--- config.mk ---
export PLATFORM = sky130hd
export DESIGN_NAME = program_loader
export DESIGN_NICKNAME = d
export VERILOG_FILES = /design/src/rtl/program_loader.sv
export SDC_FILE = /design/constraint.sdc
export NUM_CORES = 1
export LEC_CHECK = 0
export ABC_AREA = 0
export CAP_MARGIN = 40
export CELL_PAD_IN_SITES_DETAIL_PLACEMENT = 1
export CELL_PAD_IN_SITES_GLOBAL_PLACEMENT = 1
export CORE_MARGIN = 2
export CORE_UTILIZATION = 35
export DETAILED_ROUTE_END_ITERATION = 12
export MAX_ROUTING_LAYER = met4
export PLACE_DENSITY = 0.73
export SYNTH_ARGS = -nofsm -noshare
export SYNTH_HDL_FRONTEND = slang
export SYNTH_SLANG_ARGS = --single-unit
export TNS_END_PERCENT = 20
--- constraint.sdc ---
create_clock -name clk -period 1.85 [get_ports clk]
set_clock_uncertainty 0.15 [all_clocks]
set_input_delay 0.2775 -clock clk [delete_from_list [all_inputs] [get_ports clk]]
set_output_delay 0.2775 -clock clk [all_outputs]
set_load 0.01 [all_outputs]
--- src/rtl/program_loader.sv ---
// ---------------------------------------------------------------------------
// program_loader
//
// Front end of the accumulator CPU.  Collects the program as a byte stream
// from the UART receiver, pairs the bytes into 16-bit instruction words
// (little-endian: first byte is bits [7:0] and holds the opcode), and writes
// the words into program memory from address 0 upward.  Loading ends when a
// HLT word has been written or when the last memory address has been
// filled.  After that the CPU is released through cpu_en.
//
// Ports
//   clk        : system clock, rising edge
//   Clear      : asynchronous active-high reset
//   rx_data    : received byte, meaningful only while rx_done is high
//   rx_done    : single-cycle strobe marking a new byte on rx_data
//   pm_we      : program memory write enable, one cycle per word
//   pm_addr    : program memory write address
//   pm_wdata   : instruction word being written
//   cpu_en     : high once loading is complete, held until Clear
//   load_done  : one-cycle pulse on the first cycle of DONE
//   overflow   : sticky, memory filled without seeing a HLT word
//   word_count : number of words written so far (0 .. 2^ADDR_W)
// ---------------------------------------------------------------------------
module program_loader #(
    parameter int         ADDR_W     = 11,
    parameter int         DATA_W     = 16,
    parameter logic [4:0] HLT_OPCODE = 5'b00000
) (
    input  logic              clk,
    input  logic              Clear,
    input  logic [7:0]        rx_data,
    input  logic              rx_done,
    output logic              pm_we,
    output logic [ADDR_W-1:0] pm_addr,
    output logic [DATA_W-1:0] pm_wdata,
    output logic              cpu_en,
    output logic              load_done,
    output logic              overflow,
    output logic [ADDR_W:0]   word_count
);

    typedef enum logic [1:0] {
        LOW   = 2'd0,
        HIGH  = 2'd1,
        WRITE = 2'd2,
        DONE  = 2'd3
    } state_t;

    state_t     state;
    logic [7:0] low_byte;

    // Termination tests for the word currently being written.  A HLT word
    // takes priority over a full memory, so a HLT written into the last
    // address is a clean finish rather than an overflow.
    logic is_hlt;
    logic mem_full;

    always_comb begin
        is_hlt   = (pm_wdata[4:0] == HLT_OPCODE);
        mem_full = (pm_addr == {ADDR_W{1'b1}});
    end

    // Loader FSM with all outputs registered.  pm_we and load_done are
    // pulses: they default low every cycle and are raised only on the
    // transition into WRITE or DONE respectively.  In WRITE a new strobe is
    // taken as the next low byte so a sender running flat out loses nothing;
    // when the word in WRITE ends the load, that byte is simply dropped.
    always_ff @(posedge clk or posedge Clear) begin
        if (Clear) begin
            state      <= LOW;
            low_byte   <= '0;
            pm_we      <= 1'b0;
            pm_addr    <= '0;
            pm_wdata   <= '0;
            cpu_en     <= 1'b0;
            load_done  <= 1'b0;
            overflow   <= 1'b0;
            word_count <= '0;
        end else begin
            pm_we     <= 1'b0;
            load_done <= 1'b0;

            case (state)
                LOW: begin
                    if (rx_done) begin
                        low_byte <= rx_data;
                        state    <= HIGH;
                    end
                end

                HIGH: begin
                    if (rx_done) begin
                        pm_wdata <= DATA_W'({rx_data, low_byte});
                        pm_we    <= 1'b1;
                        state    <= WRITE;
                    end
                end

                WRITE: begin
                    word_count <= word_count + (ADDR_W+1)'(1);
                    if (is_hlt || mem_full) begin
                        state     <= DONE;
                        cpu_en    <= 1'b1;
                        load_done <= 1'b1;
                        if (!is_hlt) begin
                            overflow <= 1'b1;
                        end
                    end else begin
                        pm_addr <= pm_addr + ADDR_W'(1);
                        if (rx_done) begin
                            low_byte <= rx_data;
                            state    <= HIGH;
                        end else begin
                            state <= LOW;
                        end
                    end
                end

                DONE: begin
                    state <= DONE;
                end

                default: begin
                    state <= LOW;
                end
            endcase
        end
    end

endmodule

==> metrics.cfg, run 1 <==
[run_status]
status = completed

[clock_tree]
htreeDepth = 2
cts_tree = done
clkLatencyLatePin_ps = 300
clk_path_buf_depth = 2
clock_sinks = 53
clk_pin_slew_ps = 100
cts_made_buffers = 5
cts_root_buffer = clkbuf_8

[timing]
maxSlewHeadroom_pct = 72.7
maxSlewViolCount = 0
period_share_pct = 99.6
worstMarginPinSlew_ps = 408
finalHoldViolCount = 0
finalCriticalPeriod_ps = 1840
setup_slack_ps = 8.23
setup_violations = 0
rsz0062_at_grt = yes
fmax_ghz = 0.543
whs_ps = 179

[global_route]
grtUsageMet3_pct = 3.32
first_global_vias = 2078
global_route.usage.met2_pct = 28.9
gr-max-usage-layer = met2
grt_max_degree = 54
antenna_found_initial = 0
grt_overflow_total = 0
met1_usage_pct = 22.6
track_usage_pct = 17.5
grt_pass1_wl_um = 10200

[detailed_routing]
route.vias.total = 1971
antenna_left = 0
remaining_drc_errors = 0
drt_wl_total_um = 6130
wl_per_cell_um = 16.2
first_pass_iters = 4
viasPerCell = 5.20
first_iter_violations = 60

[floorplanning]
die_h_um = 87.5
io_pins = 54
core_um2 = 6760
die_x_um = 87.5
initial_utilization_pct = 36.1
die-area_um2 = 7650
rows = 30

[synth]
synth-seq-cells = 53
avgSynthCellArea_um2 = 10.8
syn_inst = 225
ys_top_cells_by_count = dfrtp_1 (53), nand2_1 (38), nand4_1 (14)
synth_area_leaders = dfrtp_1 (54%), nand2_1 (5.8%), mux2_2 (3.7%)
synth.top_cell.area_share_pct = 54.4
yosysMostFrequentCell = dfrtp_1
syn-num-nets = 238
synth_edf_count = 0
synthFlopType = dfrtp_1
async_flop_share_pct = 100
synthDistinctLibCells = 41
ys_seq_area_share_pct = 54.4
yosysWarnings = 0
synth_top_area_cell = dfrtp_1
synth_area_um2 = 2440

[placement]
place_congestion = 0.832
io_buffer_count = 53
hpwl_um = 4420
pre_cts_ws_ps = -43.9

[job]
drv_cap = 0

[cells_and_area]
finalNetCount = 311
diodes = 0
fin_util_pct = 50.4
fillerInstances = 741
drive_gt1_share_pct = 19.7
syn_to_final_growth_pct = 39.5

[critical_path]
cp_data_arrival_time_ps = 1890
crit_start = pm_wdata[4]
cp_cell_sequence = or4_4 > or2_4 > nand3_4 > mux2_4
critPathKind = flop to flop
worst-path-max-fanout = 3
slowest_delay_ps = 550
path_buf_inv = 0
path_delay_family = simple AND/OR/NAND/NOR gates
reg2reg_from = pm_wdata[4]
worstPathRequired_ps = 1900
cp-start-kind = flop
critPathSlowestCell = or4_4
end_kind = flop

[pwr]
power-per-cell-area_nw_per_um2 = 1420
ir_drop_mv = 0.554
p_leak_uw = 0.00149

[min_path]
hp-class = input pin to asynchronous set/reset pin

==> tightest hold or removal path: stages <==
cell	delay [ps]
clkdlybuf4s50_1	410
inv_2	70
buf_12	270
==> sequential cells by signal, summed over array words and instances (netlist names), 2 cells and up <==
signal,flops
low_byte,8
pm_wdata,16
pm_addr,11
state,2
word_count,12
==> path summary, 6_finish.rpt <==
check | slack [ps] | cells after the start | end
worst min register to register | 320 | 1 | word_count[11]
min in group clk | 320 | 1 | word_count[11]
worst max-delay path | 8 | 4 | pm_addr[1]
max in group asynchronous | 1110 | 3 | pm_wdata[3]
worst min-delay path | 180 | 3 | word_count[10]
worst max register to register | 8 | 4 | pm_addr[1]
==> layout by cell type (no fill, tap or decap), types with 8 or more instances in the layout <==
cell type,count
a21oi_1,10
buf_4,19
clkdlybuf4s50_1,53
dfrtp_1,52
mux2_2,8
nand2_1,38
nand3_1,11
nand4_1,14
nor3b_1,9
o211ai_1,8
xnor2_1,10
xor2_1,9
==> power by group <==
part | internal, µW | total, µW | switching, µW | leakage [µW]
Combinational | 1160 | 2120 | 965 | 0.000762
Clock | 442 | 820 | 378 | 0.0000585
Sequential | 1550 | 1880 | 326 | 0.000673
Total | 3150 | 4820 | 1670 | 0.00149
==> final cells by class <==
cell class / instances / area (µm²) / area share (%)
Clock inverter: 1 / 30.0 / 0.882
Inverter: 3 / 11.3 / 0.331
Sequential cell: 53 / 1330 / 39.0
Clock buffer: 7 / 86.3 / 2.54
Multi-Input combinational cell: 157 / 1080 / 31.8
Timing Repair Buffer: 78 / 767 / 22.5
Tap cell: 80 / 100 / 2.94
==> timing repair <==
| action | in CTS | in global routing |
|---|---|---|
| setup endpoints to repair | 14 | 20 |
| gates resized for setup | 3 | 9 |
| hold buffers | 0 | 0 |
| pin swaps | 2 | 3 |
| buffers inserted | 1 | 0 |
==> layer usage <==
metal / up-vias / wire [µm]
met2: 50 / 3040
met1: 984 / 2850
met3: 4 / 197
met5: - / 0
met4: 0 / 50
li1: 933 / -
==> cell families (layout without fill, tap and decap cells) <==
family / Yosys count / count (layout) / share of synthesized area [%]
simple gates: 102 / 102 / 23.1
flops: 53 / 53 / 54.4
compound gates: 25 / 25 / 6.97
xor+xnor: 19 / 19 / 6.82
buf+inv: 15 / 89 / 3.59
mux: 9 / 9 / 4.15
fa+ha+maj: 2 / 2 / 1.03
==> per-stage QoR <==
stage,total power [µW],area (µm²),TNS [ps],std cells
global route,5170,3400,-459,379
finish,4820,3400,0,379
global placement,3850,3230,0,370
CTS,4830,3360,-7.49,379
floorplan,2870,2460,-212,225
detailed placement,3940,3230,-182,370
No activity file was read; power rests on OpenSTA's default activity.
==> inputs of run 2 (changes only) <==
Settings changed: ABC_AREA 0 to 1, CORE_UTILIZATION 35 to 41, CTS_BUF_LIST set to sky130_fd_sc_hd__clkbuf_8, PLACE_DENSITY 0.73 to 0.84.
Clock period 1.85 ns to 2.3 ns, I/O delays scaled along.
==> run 2 against run 1 <==
  * Sequential share of layout area is 3.2 points higher
  * Total power down 67%
  * First-iteration DRC count rose by 73%
  * Wire length fell by 5.4%
  * Non-clock buffer count is 20 lower
  * Cell area down 7.8%
  * Critical path type unchanged
  * Critical endpoint is now low_byte[0]
  * Highest routed layer unchanged
==> metrics.cfg, run 2 <==
[run_status]
status = completed

[detailed_routing]
wl_per_cell_um = 14.2  ; -12%
route.vias.total = 2005  ; +1.7%
remaining_drc_errors = 0  ; unchanged
first_pass_iters = 4  ; unchanged
antenna_left = 0  ; unchanged
viasPerCell = 4.91  ; -5.5%
drt_wl_total_um = 5800  ; -5.4%
first_iter_violations = 104  ; +73%

[critical_path]
end_kind = flop
path_buf_inv = 0  ; unchanged
cp_common_cell = nand2_1
slowest_delay_ps = 470  ; -80 ps
path_delay_family = simple AND/OR/NAND/NOR gates
worst-path-max-fanout = 11  ; +8
critPathKind = flop to flop
cp_cell_sequence = ha_1 > nand2_1 > nor2_2 > nand3_2 > nand2_2 > nand2_2 > nand3_2 > nand2_1 > nand2_1
cp-start-kind = flop
cp_data_arrival_time_ps = 2050  ; +160 ps
critPathSlowestCell = dfrtp_1
worstPathRequired_ps = 2400  ; +500 ps

[timing]
setup_tns_ps = 0  ; unchanged
rsz0062_at_grt = no
maxSlewHeadroom_pct = 71.3  ; -1.5 points
fmax_ghz = 0.513  ; -5.5%
worstMarginPinSlew_ps = 430  ; +22.4 ps
finalHoldViolCount = 0  ; unchanged
setup_slack_ps = 351  ; +343 ps
setup_violations = 0  ; unchanged
period_share_pct = 84.7  ; -15 points
finalCriticalPeriod_ps = 1950  ; +107 ps
maxSlewViolCount = 0  ; unchanged

[clock_tree]
hold_buffers = 0  ; unchanged
cts_resized = 0  ; -3
htreeDepth = 2  ; unchanged
cts_root_buffer = clkbuf_8
clk_path_buf_depth = 2  ; unchanged
cts_setup_buffers = 0  ; -1
clock_sinks = 53  ; unchanged
cts_tree = done
cts_made_buffers = 5  ; unchanged
clk_pin_slew_ps = 90  ; about the same
clkLatencyLatePin_ps = 310  ; about the same

[synth]
yosysMostFrequentCell = nand2_1
synthFlopType = dfrtp_1
synth_area_leaders = dfrtp_1 (55%), nand2_1 (19%), xor2_1 (4.0%)
synth-seq-cells = 53  ; unchanged
ys_top_cells_by_count = nand2_1 (121), dfrtp_1 (53), inv_1 (20)
syn_inst = 275  ; +22%
synth_top_area_cell = dfrtp_1
synthDistinctLibCells = 26  ; -37%
syn-num-nets = 288  ; +21%
avgSynthCellArea_um2 = 8.76  ; -19%
synth_area_um2 = 2410  ; -1.3%
ys_seq_area_share_pct = 55.1  ; +0.71 points
synth_edf_count = 0  ; unchanged
async_flop_share_pct = 100  ; unchanged
yosysWarnings = 0  ; unchanged
synth.top_cell.area_share_pct = 55.1  ; +0.71 points

[pwr]
p_leak_uw = 0.00153  ; +2.2%
ir_drop_mv = 0.268  ; -52%
power-per-cell-area_nw_per_um2 = 501  ; -65%

[placement]
pre_cts_ws_ps = 366  ; +410 ps
placed_area_um2 = 3040  ; -5.8%
place_congestion = 0.871  ; +4.6%
dp_cells = 400  ; +8.1%
hpwl_um = 4470  ; +0.97%
io_buffer_count = 53  ; unchanged

[cells_and_area]
largest_reg_flops = 16  ; unchanged
design_area_um2 = 3140  ; -7.8%
final_cell_mix = nand2_1 (121), dfrtp_1 (53), clkdlybuf4s50_1 (53)
register_area_um2 = 1330  ; about the same
drive_gt1_share_pct = 10.4  ; -9.3 points
multi_input_area_um2 = 941  ; -13%
final_common_cell = nand2_1
fin_cells = 408  ; +7.7%
finalNetCount = 348  ; +12%
largest_registers = pm_wdata x16, word_count x12, pm_addr x11
diodes = 0  ; unchanged
fillerInstances = 673  ; -9.2%
syn_to_final_growth_pct = 30.3
regMostFlops = pm_wdata

[floorplanning]
die_h_um = 80.6  ; -7.8%
core_um2 = 5570  ; -17%
die-area_um2 = 6500  ; -15%
io_pins = 54  ; unchanged
die_x_um = 80.6  ; -7.8%
rows = 27  ; -10%
initial_utilization_pct = 43.2  ; +7.1 points

[global_route]
track_usage_pct = 20.7  ; +3.2 points
antenna_found_initial = 0  ; unchanged
first_global_vias = 2143  ; +3.1%
grt_max_degree = 22  ; -59%
grt_overflow_total = 0  ; unchanged
grt_pass1_wl_um = 10100  ; -0.40%

[job]
drv_cap = 0  ; unchanged

[min_path]
hp-class = input pin to asynchronous set/reset pin

run 2: cells by family after synthesis:
| family | Yosys count | synth area share (%) |
|---|---|---|
| buffers and inverters | 33 | 5.87 |
| and+or+nand+nor | 168 | 31.5 |
| AOI/OAI and AO/OA | 6 | 1.77 |
| DFF | 53 | 55.1 |
| adders and majority gates | 2 | 1.04 |
| xor gates and xnor gates | 13 | 4.73 |
run 2: worst paths after layout:
kind,from,to,slack (ps),cells after the start
worst max-delay path,pm_addr[0],low_byte[0],350,9
worst min-delay path,Clear,word_count[10],190,2
worst max register to register,pm_addr[0],low_byte[0],350,9
worst min register to register,low_byte[5],low_byte[5],330,2
max in group asynchronous,Clear,pm_wdata[13],1240,3
min in group clk,low_byte[5],low_byte[5],330,2
run 2: per-layer routing:
| metal | up-vias | GRT usage [%] | routed length [µm] |
|---|---|---|---|
| li1 | 980 | - | - |
| met1 | 977 | 25.8 | 2590 |
| met2 | 42 | 34.6 | 2950 |
| met3 | 6 | 4.27 | 196 |
| met4 | 0 | 5.25 | 69 |
| met5 | - | - | 0 |
run 2: final cells by class:
type | instances | area share [%]
clock inverters | 2 | 0.438
multi-input cells | 189 | 30.0
repair buffers | 58 | 18.5
inverters | 28 | 3.35
flip-flops and latches | 53 | 42.2
clock buffers | 6 | 2.63
well taps | 72 | 2.87
run 2: where the power goes:
group	leakage [µW]	total, µW	switching, µW	internal (µW)
combinational	0.000753	73.8	37.9	35.9
clock	0.0000512	556	311	245
sequential	0.000722	942	3.96	938
run 2: per-stage QoR:
stage / util (%) / total power (µW) / hold WS (ps)
floorplan: - / 988 / 292
global placement: 54.6 / 1040 / 298
detailed placement: 54.6 / 1040 / 313
CTS: 56.3 / 1590 / 203
global route: 56.3 / 1640 / 220
finish: 56.3 / 1570 / 194
